### src/rtl/down_result_reader.sv
// Reads a row range from the systolic array's down SRAM into a small FIFO and streams each row out on a store port.
// Define DOWN_RESULT_RELU_EN to clamp negative signed lanes to zero on o_st_data.
module down_result_reader #(
    parameter int NUM_COL              = 4,
    parameter int OUT_DATA_WIDTH       = 16,
    parameter int LOG2_SRAM_BANK_DEPTH = 6,
    parameter int FIFO_DEPTH           = 4
) (
    input  logic                                clk,
    input  logic                                rst,
    input  logic                                i_start,
    input  logic [LOG2_SRAM_BANK_DEPTH-1:0]     i_start_addr,
    input  logic [LOG2_SRAM_BANK_DEPTH-1:0]     i_end_addr,
    output logic                                o_busy,
    output logic                                o_done,
    output logic                                o_down_rd_en,
    output logic [LOG2_SRAM_BANK_DEPTH-1:0]     o_down_rd_addr,
    input  logic [NUM_COL*OUT_DATA_WIDTH-1:0]   i_down_rd_data,
    output logic                                o_st_valid,
    input  logic                                i_st_ready,
    output logic [NUM_COL*OUT_DATA_WIDTH-1:0]   o_st_data,
    output logic [LOG2_SRAM_BANK_DEPTH-1:0]     o_st_idx,
    output logic                                o_st_last
);

    localparam int W  = NUM_COL * OUT_DATA_WIDTH;
    localparam int AW = LOG2_SRAM_BANK_DEPTH;
    localparam int CW = AW + 1;
    localparam int PW = $clog2(FIFO_DEPTH);

    typedef enum logic [1:0] {
        S_IDLE  = 2'd0,
        S_READ  = 2'd1,
        S_FLUSH = 2'd2,
        S_DONE  = 2'd3
    } state_t;

    state_t r_state;
    state_t w_next_state;

    // Read-issue side
    logic [AW-1:0] r_rd_addr;
    logic [CW-1:0] r_rd_left;
    logic [AW-1:0] w_span;
    logic          w_rd_en;
    logic          w_issue_last;
    logic          w_credit;

    // One read may be in flight; its address and last flag travel with it
    logic          r_outstanding;
    logic [AW-1:0] r_out_addr;
    logic          r_out_last;

    // Row FIFO
    logic [W-1:0]  r_fifo_data [FIFO_DEPTH];
    logic [AW-1:0] r_fifo_idx  [FIFO_DEPTH];
    logic          r_fifo_last [FIFO_DEPTH];
    logic [PW:0]   r_wr_ptr;
    logic [PW:0]   r_rd_ptr;
    logic [PW:0]   w_occ;
    logic [PW+1:0] w_level;
    logic          w_empty;
    logic          w_full;
    logic          w_push;
    logic          w_pop;

    logic [W-1:0]  w_head_raw;
    logic [W-1:0]  w_head_data;
    logic [AW-1:0] w_head_idx;
    logic          w_head_last;

    assign w_span       = i_end_addr - i_start_addr;
    assign w_occ        = r_wr_ptr - r_rd_ptr;
    assign w_empty      = (w_occ == '0);
    assign w_full       = (w_occ == (PW+1)'(FIFO_DEPTH));
    assign w_level      = {1'b0, w_occ} + {{(PW+1){1'b0}}, r_outstanding};
    // Counting the in-flight read against capacity means its return always has a slot
    assign w_credit     = (w_level < (PW+2)'(FIFO_DEPTH));
    assign w_rd_en      = (r_state == S_READ) && w_credit;
    assign w_issue_last = w_rd_en && (r_rd_left == CW'(1));
    assign w_push       = r_outstanding;
    assign w_pop        = !w_empty && i_st_ready;

    assign w_head_raw   = r_fifo_data[r_rd_ptr[PW-1:0]];
    assign w_head_idx   = r_fifo_idx[r_rd_ptr[PW-1:0]];
    assign w_head_last  = r_fifo_last[r_rd_ptr[PW-1:0]];

    always_comb begin
        w_head_data = w_head_raw;
`ifdef DOWN_RESULT_RELU_EN
        for (int l = 0; l < NUM_COL; l++) begin
            if (w_head_raw[l*OUT_DATA_WIDTH + OUT_DATA_WIDTH - 1]) begin
                w_head_data[l*OUT_DATA_WIDTH +: OUT_DATA_WIDTH] = '0;
            end
        end
`endif
    end

    always_ff @(posedge clk) begin
        if (rst) begin
            r_state <= S_IDLE;
        end else begin
            r_state <= w_next_state;
        end
    end

    always_comb begin
        w_next_state = r_state;
        case (r_state)
            S_IDLE:  if (i_start) w_next_state = S_READ;
            S_READ:  if (w_issue_last) w_next_state = S_FLUSH;
            S_FLUSH: if (w_pop && w_head_last) w_next_state = S_DONE;
            S_DONE:  w_next_state = S_IDLE;
            default: w_next_state = S_IDLE;
        endcase
    end

    always_ff @(posedge clk) begin
        if (rst) begin
            r_rd_addr     <= '0;
            r_rd_left     <= '0;
            r_outstanding <= 1'b0;
            r_out_addr    <= '0;
            r_out_last    <= 1'b0;
            r_wr_ptr      <= '0;
            r_rd_ptr      <= '0;
        end else begin
            if ((r_state == S_IDLE) && i_start) begin
                r_rd_addr <= i_start_addr;
                r_rd_left <= {1'b0, w_span} + CW'(1);
            end else if (w_rd_en) begin
                r_rd_addr <= r_rd_addr + AW'(1);
                r_rd_left <= r_rd_left - CW'(1);
            end
            r_outstanding <= w_rd_en;
            r_out_addr    <= r_rd_addr;
            r_out_last    <= w_issue_last;
            if (w_push) begin
                r_wr_ptr <= r_wr_ptr + (PW+1)'(1);
            end
            if (w_pop) begin
                r_rd_ptr <= r_rd_ptr + (PW+1)'(1);
            end
        end
    end

    // Storage needs no reset: only entries between the pointers are ever observed
    always_ff @(posedge clk) begin
        if (w_push) begin
            r_fifo_data[r_wr_ptr[PW-1:0]] <= i_down_rd_data;
            r_fifo_idx[r_wr_ptr[PW-1:0]]  <= r_out_addr;
            r_fifo_last[r_wr_ptr[PW-1:0]] <= r_out_last;
        end
    end

    // Store port: a beat moves when o_st_valid & i_st_ready; while valid and not ready the
    // beat (data/idx/last) is the unchanged FIFO head, and valid only falls after a transfer.
    assign o_st_valid     = !w_empty;
    assign o_st_data      = w_empty ? '0 : w_head_data;
    assign o_st_idx       = w_empty ? '0 : w_head_idx;
    assign o_st_last      = !w_empty && w_head_last;

    assign o_busy         = (r_state == S_READ) || (r_state == S_FLUSH);
    assign o_done         = (r_state == S_DONE);
    assign o_down_rd_en   = w_rd_en;
    assign o_down_rd_addr = w_rd_en ? r_rd_addr : '0;

    a_no_overflow: assert property (@(posedge clk) disable iff (rst)
        !(w_push && w_full));

    a_hold_stalled: assert property (@(posedge clk) disable iff (rst)
        (o_st_valid && !i_st_ready) |=>
        (o_st_valid && $stable(o_st_data) && $stable(o_st_idx) && $stable(o_st_last)));

    a_read_when_busy: assert property (@(posedge clk) disable iff (rst)
        o_down_rd_en |-> o_busy);

endmodule

### config.mk
export PLATFORM = sky130hd
export DESIGN_NAME = down_result_reader
export DESIGN_NICKNAME = d
export VERILOG_FILES = /design/src/rtl/down_result_reader.sv
export SDC_FILE = /design/constraint.sdc
export NUM_CORES = 1
export LEC_CHECK = 0
export ABC_CLOCK_PERIOD_IN_PS = 5300
export BUFFER_PORTS_ARGS = -buffer_cell sky130_fd_sc_hd__buf_2
export CELL_PAD_IN_SITES_DETAIL_PLACEMENT = 1
export CELL_PAD_IN_SITES_GLOBAL_PLACEMENT = 2
export CORE_ASPECT_RATIO = 1.5
export CORE_MARGIN = 2
export CORE_UTILIZATION = 40
export CTS_CLUSTER_DIAMETER = 30
export DETAILED_ROUTE_END_ITERATION = 16
export GPL_ROUTABILITY_DRIVEN = 0
export MAX_ROUTING_LAYER = met4
export PLACE_DENSITY = 0.77
export SYNTH_ARGS = -nofsm -noshare
export SYNTH_HDL_FRONTEND = slang
export SYNTH_SLANG_ARGS = --single-unit
export TNS_END_PERCENT = 10
### constraint.sdc
create_clock -name clk -period 5.3 [get_ports clk]
set_input_delay 0.795 -clock clk [delete_from_list [all_inputs] [get_ports clk]]
set_output_delay 0.795 -clock clk [all_outputs]
set_load 0.005 [all_outputs]
==> flow_summary_export.csv, run 1 <==
group,metric,value,unit
sta,setup_viol,0,
clock_network,htree_levels,2,
synthesis,synth_area_leaders,"edfxtp_1 68%, mux4_2 13%, dfxtp_1 5.0%, and2_1 4.1%, ha_1 2.0%",
sta,period_share,74.54,%
worst_setup_path,slowest_stage,"buf_4",
floorplan,die_y,220.5,um
clock_network,clkTransAtPathRegs,0.06,ns
global_route,grt_pass1_vias,6885,
pwr,p_per_area,526.6,mW/mm^2
worst_setup_path,slowest_delay,0.44,ns
sta,max_freq,253.1,MHz
drt,vias_per_cell,5.016,
drt,dr.pass1.iters,4,
floorplan,ios,161,
sta,rsz0062_at_grt,"false",
synthesis,yosysSeqAreaShare,73.20,%
drt,drt-total-wl,26.14,mm
worst_setup_path,crit_chain,"inv_1 -> ha_1 -> fa_1 -> xnor3_2 -> nand3_2 -> buf_4 -> and2_1 -> buf_2",
layout,fin_nets,939,
clock_network,cts_setup_buffers,0,
sta,max-slew-margin-rel,48.17,%
drt,drc,0,
worst_setup_path,cpLargestDelayFamily,"buffers and inverters",
drt,ant_nets,0,
synthesis,synthArstFlopShare,0,%
sta,finalClockSkew,0.01489,ns
layout,mostFrequentLayoutCell,"edfxtp_1",
layout,fin_cells,1279,
global_route,antenna_found_initial,3,
floorplan,row_count,79,
global_route,grt_overflow,0,
synthesis,syn_area_per_cell,19.05,sq um
place,io_buffers,160,
synthesis,synth_edf_count,284,
global_route,grt_max_degree,51,
min_path,hold_class,"primary input to flop",
synthesis,netlist.area_leader.share,68.24,%
worst_setup_path,crit_required,4.51,ns
flow_run,cap_violations,0,
clock_network,cts_resized,0,
global_route,grt_first_pass_wirelength,39.88,mm
layout,fill_cells,2904,
sta,hold_viol,0,
worst_setup_path,cp_max_fo,50,
outcome,outcome,"complete, no violations",
synthesis,synth_cells,656,
layout,drive_gt1_share,37.20,%
synthesis,synthDistinctLibCells,42,
worst_setup_path,end_kind,"output pin",
worst_setup_path,start_kind,"flop",
floorplan,fp.dieW,148.3,um
synthesis,synth_nets,758,
synthesis,ys.flop_type,"edfxtp_1",
floorplan,dieArea,0.03270,sq mm
synthesis,synth_area,0.01250,sq mm
sta,period_minus_slack,3.950,ns
place,post-place-cells,1197,
worst_setup_path,worstPathBufferInverterCount,3,
clock_network,root_buffer,"clkbuf_16",
synthesis,ys_ff_latch,315,
clock_network,cts_tree,"done",
sta,hold_ws,0.4671,ns
synthesis,synth_top_cell_by_area,"edfxtp_1",
sta,drv_slew,0,
clock_network,hold_buffers,0,
clock_network,cts_sinks,315,
place,place_hpwl,16.06,mm
pwr,irDropWorstVdd,0.0002312,V
clock_network,cts.path.max_buffers,3,
synthesis,yosys_warnings,0,
sta,setup_tns,0,ns
layout,mostFrequentLayoutCells,"284 x edfxtp_1, 160 x buf_2, 78 x and2_1",
worst_setup_path,worstPathArrival,3.16,ns
drt,vias,6415,
layout,final_core_util,49.58,%
sta,worst_pin_slew,0.7775,ns
worst_setup_path,rrSetupSlack,2.45,ns
worst_setup_path,critical_path_class,"flop to output pin",
floorplan,coreArea,0.03094,sq mm
layout,area_growth,22.73,%
clock_network,cts_buffers,43,
floorplan,start_util,40.40,%
drt,wl_per_cell,20.44,um
global_route,grt_usage,16.78,%
drt,first_iter_violations,289,
pwr,power,8077,uW
pwr,power.leakage,0.005404,uW
clock_network,clock_latency,0.54,ns
-- worst register-to-register path, cell delays in order, from the launching register on --
cell and delay (ns):
dfxtp_1 0.39, inv_1 0.11, ha_1 0.21, fa_1 0.37, xnor3_2 0.28, nand3_2 0.43, buf_4 0.46, nand2_1 0.22
xor2_1 0.19, nor2_1 0.06
-- cell usage after synthesis, types with 7 or more instances --
library cell  count
a211oi_1          9
mux4_2           71
xor2_1           11
edfxtp_1        284
nand3_1           8
nand2_1          15
xnor2_1           9
nor2_1           19
dfxtp_1          31
ha_1             20
nor3_1            8
clkbuf_1         23
nor2b_1           7
and2_1           82
inv_1            14
-- logic make-up after synthesis --
logic type | share of synthesized area [%]
buf+inv | 1.431
mux | 12.95
compound gates | 1.612
flops | 73.20
fa+ha+maj | 2.323
xor+xnor | 1.592
simple gates | 6.888
-- metal layers --
metal  track usage, %  vias to the layer above  part of all wire, %
met1            18.31                     3276                   38
met3            3.402                       43                  4.4
met5                -                        -                    0
met4            6.032                        0                  2.4
li1                 -                     2950                    -
met2            30.32                      146                   55
-- final cells by class --
type / count / area, sq um / area share [%]
flip-flops and latches: 315 / 9156 / 59.69
multi-input cells: 295 / 3186 / 20.77
clock buffers: 46 / 1130 / 7.365
repair buffers: 167 / 865.8 / 5.644
well taps: 405 / 506.7 / 3.303
clock inverters: 33 / 430.4 / 2.806
inverters: 15 / 57.56 / 0.3752
diodes: 3 / 7.507 / 0.04894
-- per-stage QoR --
step | setup WS [ns] | area [sq um]
2_1_floorplan | 2.387 | 12500
3_3_place_gp | 1.891 | 13770
3_5_place_dp | 1.779 | 13770
4_1_cts | 1.235 | 15330
5_1_grt | 1.081 | 15340
6_report | 1.350 | 15340
-- power breakdown --
group / total (uW) / switching [uW] / internal (uW)
Clock: 3070 / 1130 / 1940
Sequential: 3110 / 184 / 2930
Combinational: 1900 / 940 / 955
-- registers in the layout (all words and copies together) (netlist names), named ones only --
name           cells
r_fifo_data      256
r_rd_left          7
r_out_addr         6
r_rd_addr          6
r_outstanding      1
r_wr_ptr           3
r_rd_ptr           3
r_fifo_idx        24
r_fifo_last        4
r_state            2
r_out_last         1
-- path summary, 6_finish.rpt --
kind | startpoint | end | depth (start not counted)
worst max-delay path | r_wr_ptr[0] | o_st_data[6] | 8
worst min-delay path | i_down_rd_data[39] | r_fifo_data[0][39] | 1
worst max register to register | r_wr_ptr[0] | r_rd_ptr[0] | 9
worst min register to register | r_out_last | r_fifo_last[3] | 0
Note: power is estimated with default switching activity, not from simulation.
==> run 2, diff against run 1 <==
Settings changed: ABC_AREA set to 1, ABC_CLOCK_PERIOD_IN_PS 5300 to 3600, CORE_UTILIZATION 40 to 35, PLACE_DENSITY 0.77 to 0.79.
Clock period 5.3 ns to 3.6 ns, I/O delays scaled along.
==> run 2 against run 1 <==
Count of clock-buffer cells in the layout grew 6. Flip-flop and latch count is the same. Clock power grew 50%. Final area grew 4.7%. Synthesized area grew 5.1%.
==> flow_summary_export.csv, run 2 <==
group,metric,value,unit
worst_setup_path,start_kind,"flop",
global_route,grt_max_degree,143,
worst_setup_path,crit_chain,"inv_1 -> ha_1 -> fa_1 -> inv_1 -> nand2_1 -> nand3_1 -> nand2_2 -> nand2_8 -> buf_4 -> nand2_1 -> inv_1 -> buf_2",
sta,drv_slew,0,
drt,dr.pass1.iters,4,
floorplan,row_count,86,
synthesis,synthArstFlopShare,0,%
pwr,p_per_area,861.1,mW/mm^2
floorplan,start_util,35.59,%
place,io_buffers,160,
outcome,outcome,"complete, no violations",
drt,vias,8962,
worst_setup_path,reg2reg_from,"r_wr_ptr[0]",
synthesis,synth_area_leaders,"edfxtp_1 65%, nor2_1 5.0%, o21ai_0 5.0%, dfxtp_1 4.7%, nand2_1 3.9%",
synthesis,yosysSeqAreaShare,69.65,%
global_route,grt_pass1_vias,9407,
sta,worst_pin_slew,0.8456,ns
clock_network,root_buffer,"clkbuf_16",
synthesis,yosys.cell_count.top_type,"edfxtp_1",
floorplan,dieArea,0.03913,sq mm
synthesis,synthDistinctLibCells,34,
worst_setup_path,critical_path_class,"flop to output pin",
flow_run,cap_violations,0,
place,place_hpwl,20.62,mm
worst_setup_path,cp_max_fo,13,
drt,wl_per_cell,18.25,um
sta,max_freq,295.0,MHz
synthesis,synth_nets,1239,
sta,rsz0062_at_grt,"false",
clock_network,cts_tree,"done",
clock_network,cts_sinks,315,
clock_network,clock_latency,0.55,ns
worst_setup_path,startpoint,"r_wr_ptr[0]",
worst_setup_path,worstPathArrival,2.85,ns
layout,mostFrequentLayoutCells,"284 x edfxtp_1, 174 x nor2_1, 160 x buf_2",
clock_network,clkTransAtPathRegs,0.06,ns
drt,vias_per_cell,4.881,
clock_network,cts_buffers,48,
drt,drt-total-wl,33.51,mm
synthesis,ys.flop_type,"edfxtp_1",
clock_network,cts.path.max_buffers,3,
floorplan,coreArea,0.03691,sq mm
layout,area_growth,22.31,%
floorplan,die_y,241.3,um
synthesis,synth_top_cell_by_area,"edfxtp_1",
sta,max-slew-margin-rel,43.62,%
layout,fin_area,0.01607,sq mm
worst_setup_path,slowest_stage,"fa_1",
worst_setup_path,crit_required,3.06,ns
synthesis,netlist.area_leader.share,64.93,%
synthesis,yosys_warnings,0,
worst_setup_path,slowest_delay,0.39,ns
min_path,min_from,"i_down_rd_data[49]",
floorplan,ios,161,
global_route,grt_overflow,0,
sta,finalClockSkew,0.01957,ns
global_route,antenna_found_initial,5,
layout,mostFrequentLayoutCell,"edfxtp_1",
pwr,irDropWorstVdd,0.0003955,V
synthesis,synth_area,0.01314,sq mm
clock_network,hold_buffers,0,
clock_network,htree_levels,2,
drt,ant_nets,0,
sta,hold_viol,0,
floorplan,fp.dieW,162.2,um
layout,drive_gt1_share,21.04,%
global_route,grt_usage,17.49,%
sta,setup_tns,0,ns
synthesis,syn_area_per_cell,11.55,sq um
synthesis,synth_edf_count,284,
sta,period_share,94.17,%
synthesis,ys_ff_latch,315,
sta,period_minus_slack,3.390,ns
drt,first_iter_violations,373,
worst_setup_path,end_kind,"output pin",
synthesis,synth_commonest_cells,"284 x edfxtp_1, 174 x nor2_1, 138 x nand2_1",
synthesis,synth_cells,1137,
global_route,grt_first_pass_wirelength,51.23,mm
layout,largest_register_ffs,256,
pwr,power.leakage,0.006424,uW
sta,setup_viol,0,
drt,drc,0,
place,post_dp_cell_area,0.01440,sq mm
worst_setup_path,crit_top_cell,"inv_1",
layout,fin_nets,1409,
min_path,hold_class,"primary input to flop",
-- run 2: cell count changes after synthesis, sizes merged, moves of 7 or more --
cell	change
xnor2	-9
nand3	+12
buf	+17
mux4	-71
o22ai	+69
o21ai	+155
inv	+110
clkbuf	+11
nand2	+128
and2	-83
nor2	+156
nor2b	-7
a21oi	+17
-- run 2: per-layer routing --
metal  wire length (um)  vias up  GRT usage (%)
met5                  0        -              -
met4                858        0          7.187
met3               1244       50          2.945
met2              18530      168          32.38
met1              12870     4429          18.39
li1                   -     4315              -
-- run 2: cells by family after synthesis --
kind of cell	Yosys count	share of synthesized area, %
AND/OR/NAND/NOR	352	10.71
AO/OA/AOI/OAI	255	10.54
XOR/XNOR	9	0.6001
buffers and inverters	184	6.296
adder cells (fa/ha/maj)	22	2.210
flip-flops	315	69.65
-- run 2: worst max-delay path: cells and delay by family, from the launching register on --
| family | cells | cell delay, ns |
|---|---|---|
| flip-flops | 1 | 0.35 |
| adder cells (fa/ha/maj) | 2 | 0.61 |
| AND/OR/NAND/NOR | 5 | 0.64 |
| buffers and inverters | 5 | 0.68 |
-- run 2: final cells by class --
type                            count  area (sq um)
Clock buffer                       52          1259
Antenna cell                        7         17.52
Timing Repair Buffer              178         998.5
Tap cell                          484         605.6
Sequential cell                   315          9154
Clock inverter                     36         365.4
Fill cell                        3992         20840
Inverter                          125         481.7
Multi-Input combinational cell    639          3184
-- run 2: report_power, final --
part	total, uW	switching, uW	internal, uW
Sequential	4420	132	4280
Combinational	4790	3130	1670
Clock	4620	1760	2870
Total	13800	5020	8820
-- run 2: path summary, 6_finish.rpt --
path / end / slack (ns) / depth (start not counted)
setup / recovery: o_st_data[15] / 0.21 / 12
hold / removal: r_fifo_data[1][49] / 0.19 / 1
setup reg to reg: flop / 1.11 / 13
hold reg to reg: r_fifo_idx[0][1] / 0.47 / 0
-- run 2: through the flow --
| step | util [%] | power (uW) | cells | hold slack [ns] | setup WS, ns |
|---|---|---|---|---|---|
| after global routing | 43.51 | 14750 | 1834 | 0.1862 | 0.04515 |
| after global placement | 39.01 | 9138 | 1739 | 0.4433 | 0.6591 |
| final | 43.53 | 13830 | 1836 | 0.1937 | 0.2100 |
| after CTS | 43.43 | 13970 | 1827 | 0.1667 | 0.07726 |
| after floorplan | - | 7462 | 1137 | 0.4383 | 1.158 |
| after detailed placement | 39.01 | 9268 | 1739 | 0.4609 | 0.5398 |
-- run 2: timing repair --
| item | 4_1_cts | 5_1_grt |
|---|---|---|
| setup buffers | 0 | 1 |
| gates cloned | 0 | 1 |
| resized for setup | 1 | 0 |
| pin swaps | 0 | 1 |
| endpoints found under the setup margin | 38 | 8 |
==> run 3, diff against run 2 <==
Settings changed: REMOVE_ABC_BUFFERS set to 1.
==> run 3 against run 2 <==
Hold slack gained 0.0097 ns. Final area shrank 0.13%. Flip-flop and latch count is the same. First-iteration DRC count grew 0.54%. Register-to-register slack gained 0.06 ns. Largest power group unchanged.
==> flow_summary_export.csv, run 3 (synthesis results as in run 2) <==
group,metric,value,unit
global_route,grt_max_degree,143,
place,post_dp_cell_area,0.01442,sq mm
clock_network,clkTransAtPathRegs,0.06,ns
sta,max-slew-margin-rel,38.34,%
sta,max_freq,298.3,MHz
sta,period_minus_slack,3.352,ns
drt,wl_per_cell,17.87,um
worst_setup_path,cp_max_fo,26,
global_route,grt_usage,17.29,%
min_path,hold_class,"primary input to flop",
floorplan,die_y,241.3,um
worst_setup_path,start_kind,"flop",
global_route,antenna_found_initial,5,
clock_network,cts_buffers,46,
worst_setup_path,end_kind,"output pin",
drt,first_iter_violations,375,
clock_network,cts.path.max_buffers,3,
global_route,grt_overflow,0,
clock_network,cts_setup_buffers,0,
sta,worst_pin_slew,0.9238,ns
layout,fin_area,0.01604,sq mm
worst_setup_path,slowest_stage,"fa_1",
sta,rsz0062_at_grt,"false",
place,post-place-cells,1737,
pwr,irDropWorstVdd,0.0005189,V
layout,drive_gt1_share,20.70,%
floorplan,fp.dieW,162.2,um
worst_setup_path,rrSetupSlack,1.17,ns
drt,dr.pass1.iters,5,
place,place_hpwl,19.62,mm
clock_network,clock_latency,0.55,ns
sta,layout_setup_ws,0.2479,ns
layout,fin_cells,1827,
drt,drc,0,
sta,setup_viol,0,
layout,mostFrequentLayoutCells,"284 x edfxtp_1, 174 x nor2_1, 160 x buf_2",
place,io_buffers,160,
worst_setup_path,slowest_delay,0.39,ns
worst_setup_path,worstPathArrival,2.81,ns
floorplan,start_util,35.59,%
flow_run,cap_violations,0,
worst_setup_path,crit_chain,"inv_1 -> ha_1 -> fa_1 -> inv_1 -> nand2_1 -> nand3_1 -> nand2_2 -> nand2_4 -> buf_6 -> nand2_1 -> inv_1 -> buf_2",
layout,largest_register_ffs,256,
drt,vias_per_cell,4.880,
layout,fin_nets,1403,
sta,drv_slew,0,
outcome,outcome,"complete, no violations",
worst_setup_path,critical_path_class,"flop to output pin",
place,pre_cts_slack,0.6676,ns
floorplan,coreArea,0.03691,sq mm
global_route,grt_first_pass_wirelength,50.70,mm
clock_network,cts_tree,"done",
floorplan,dieArea,0.03913,sq mm
worst_setup_path,path_depth,12,
layout,mostFrequentLayoutCell,"edfxtp_1",
worst_setup_path,startpoint,"r_wr_ptr[0]",
clock_network,root_buffer,"clkbuf_16",
worst_setup_path,cpLargestDelayFamily,"simple AND/OR/NAND/NOR gates",
clock_network,cts_sinks,315,
sta,hold_viol,0,
drt,vias,8915,
pwr,power.leakage,0.006427,uW
clock_network,htree_levels,2,
worst_setup_path,cp-endpoint,"o_st_data[11]",
sta,period_share,93.11,%
drt,drt-total-wl,32.64,mm
pwr,p_per_area,852.0,mW/mm^2
worst_setup_path,reg2reg_from,"r_wr_ptr[0]",
floorplan,row_count,86,
sta,finalClockSkew,0.02007,ns
worst_setup_path,r2r_cells,13,
global_route,grt_pass1_vias,9260,
layout,area_growth,22.15,%
worst_setup_path,worstPathBufferInverterCount,5,
worst_setup_path,crit_top_cell,"inv_1",
worst_setup_path,r2r-end,"r_rd_ptr[0]",
drt,ant_nets,0,
worst_setup_path,crit_required,3.06,ns
floorplan,ios,161,
==> run 3: cell types whose count changed in the layout (fill, tap and decap cells not counted), moves of 2 or more <==
cell	delta
buf_4	-7
clkinv_1	-2
inv_4	-2
buf_12	+3
clkinvlp_4	-5
inv_8	+2
diode_2	-2
clkinv_8	+3
==> run 3: report_power, final <==
part           total, uW  internal [uW]  leakage [uW]  switching (uW)
logic               4680           1670       0.00282            3010
registers           4410           4280       0.00282             131
clock network       4580           2800      0.000786            1780
total              13700           8750       0.00643            4920
==> run 3: how the worst min path moves through the flow <==
stage | from | endpoint | slack [ns] | depth (start not counted)
after floorplan | r_out_addr[0] | r_fifo_idx[0][0] | 0.44 | 0
after global placement | r_out_addr[3] | r_fifo_idx[0][3] | 0.45 | 0
after detailed placement | r_out_addr[0] | r_fifo_idx[0][0] | 0.46 | 0
after CTS | i_down_rd_data[48] | r_fifo_data[2][48] | 0.17 | 1
after global routing | i_down_rd_data[48] | r_fifo_data[0][48] | 0.18 | 1
final | i_down_rd_data[24] | r_fifo_data[2][24] | 0.20 | 1
==> run 3: cell type report <==
cell class / count / area [sq um]
Fill cell: 3964 / 20860
Antenna cell: 5 / 12.51
Clock buffer: 53 / 1251
Tap cell: 484 / 605.6
Multi-Input combinational cell: 638 / 3164
Timing Repair Buffer: 175 / 1017
Clock inverter: 32 / 357.8
Sequential cell: 315 / 9154
Inverter: 125 / 481.7
==> run 3: what timing repair did <==
item / in CTS / in global routing
hold buffers: 0 / 0
resized for setup: 0 / 1
endpoints found under the setup margin: 0 / 23
==> run 3: per-stage QoR <==
step                TNS, ns  hold slack (ns)  total power (uW)  util, %
global placement          0           0.4463              9166    39.07
CTS                       0           0.1697             13890    43.43
detailed placement        0           0.4584              9273    39.07
global route              0           0.1847             14590    43.47
finish                    0           0.2035             13670    43.47
floorplan            -60.25           0.4383              7123        -
==> run 3: routing by layer <==
| metal | share of wire (%) | track usage, % |
|---|---|---|
| met5 | 0 | - |
| met4 | 2.6 | 6.034 |
| met3 | 4.2 | 3.202 |
| met2 | 53 | 31.24 |
| met1 | 41 | 19.10 |
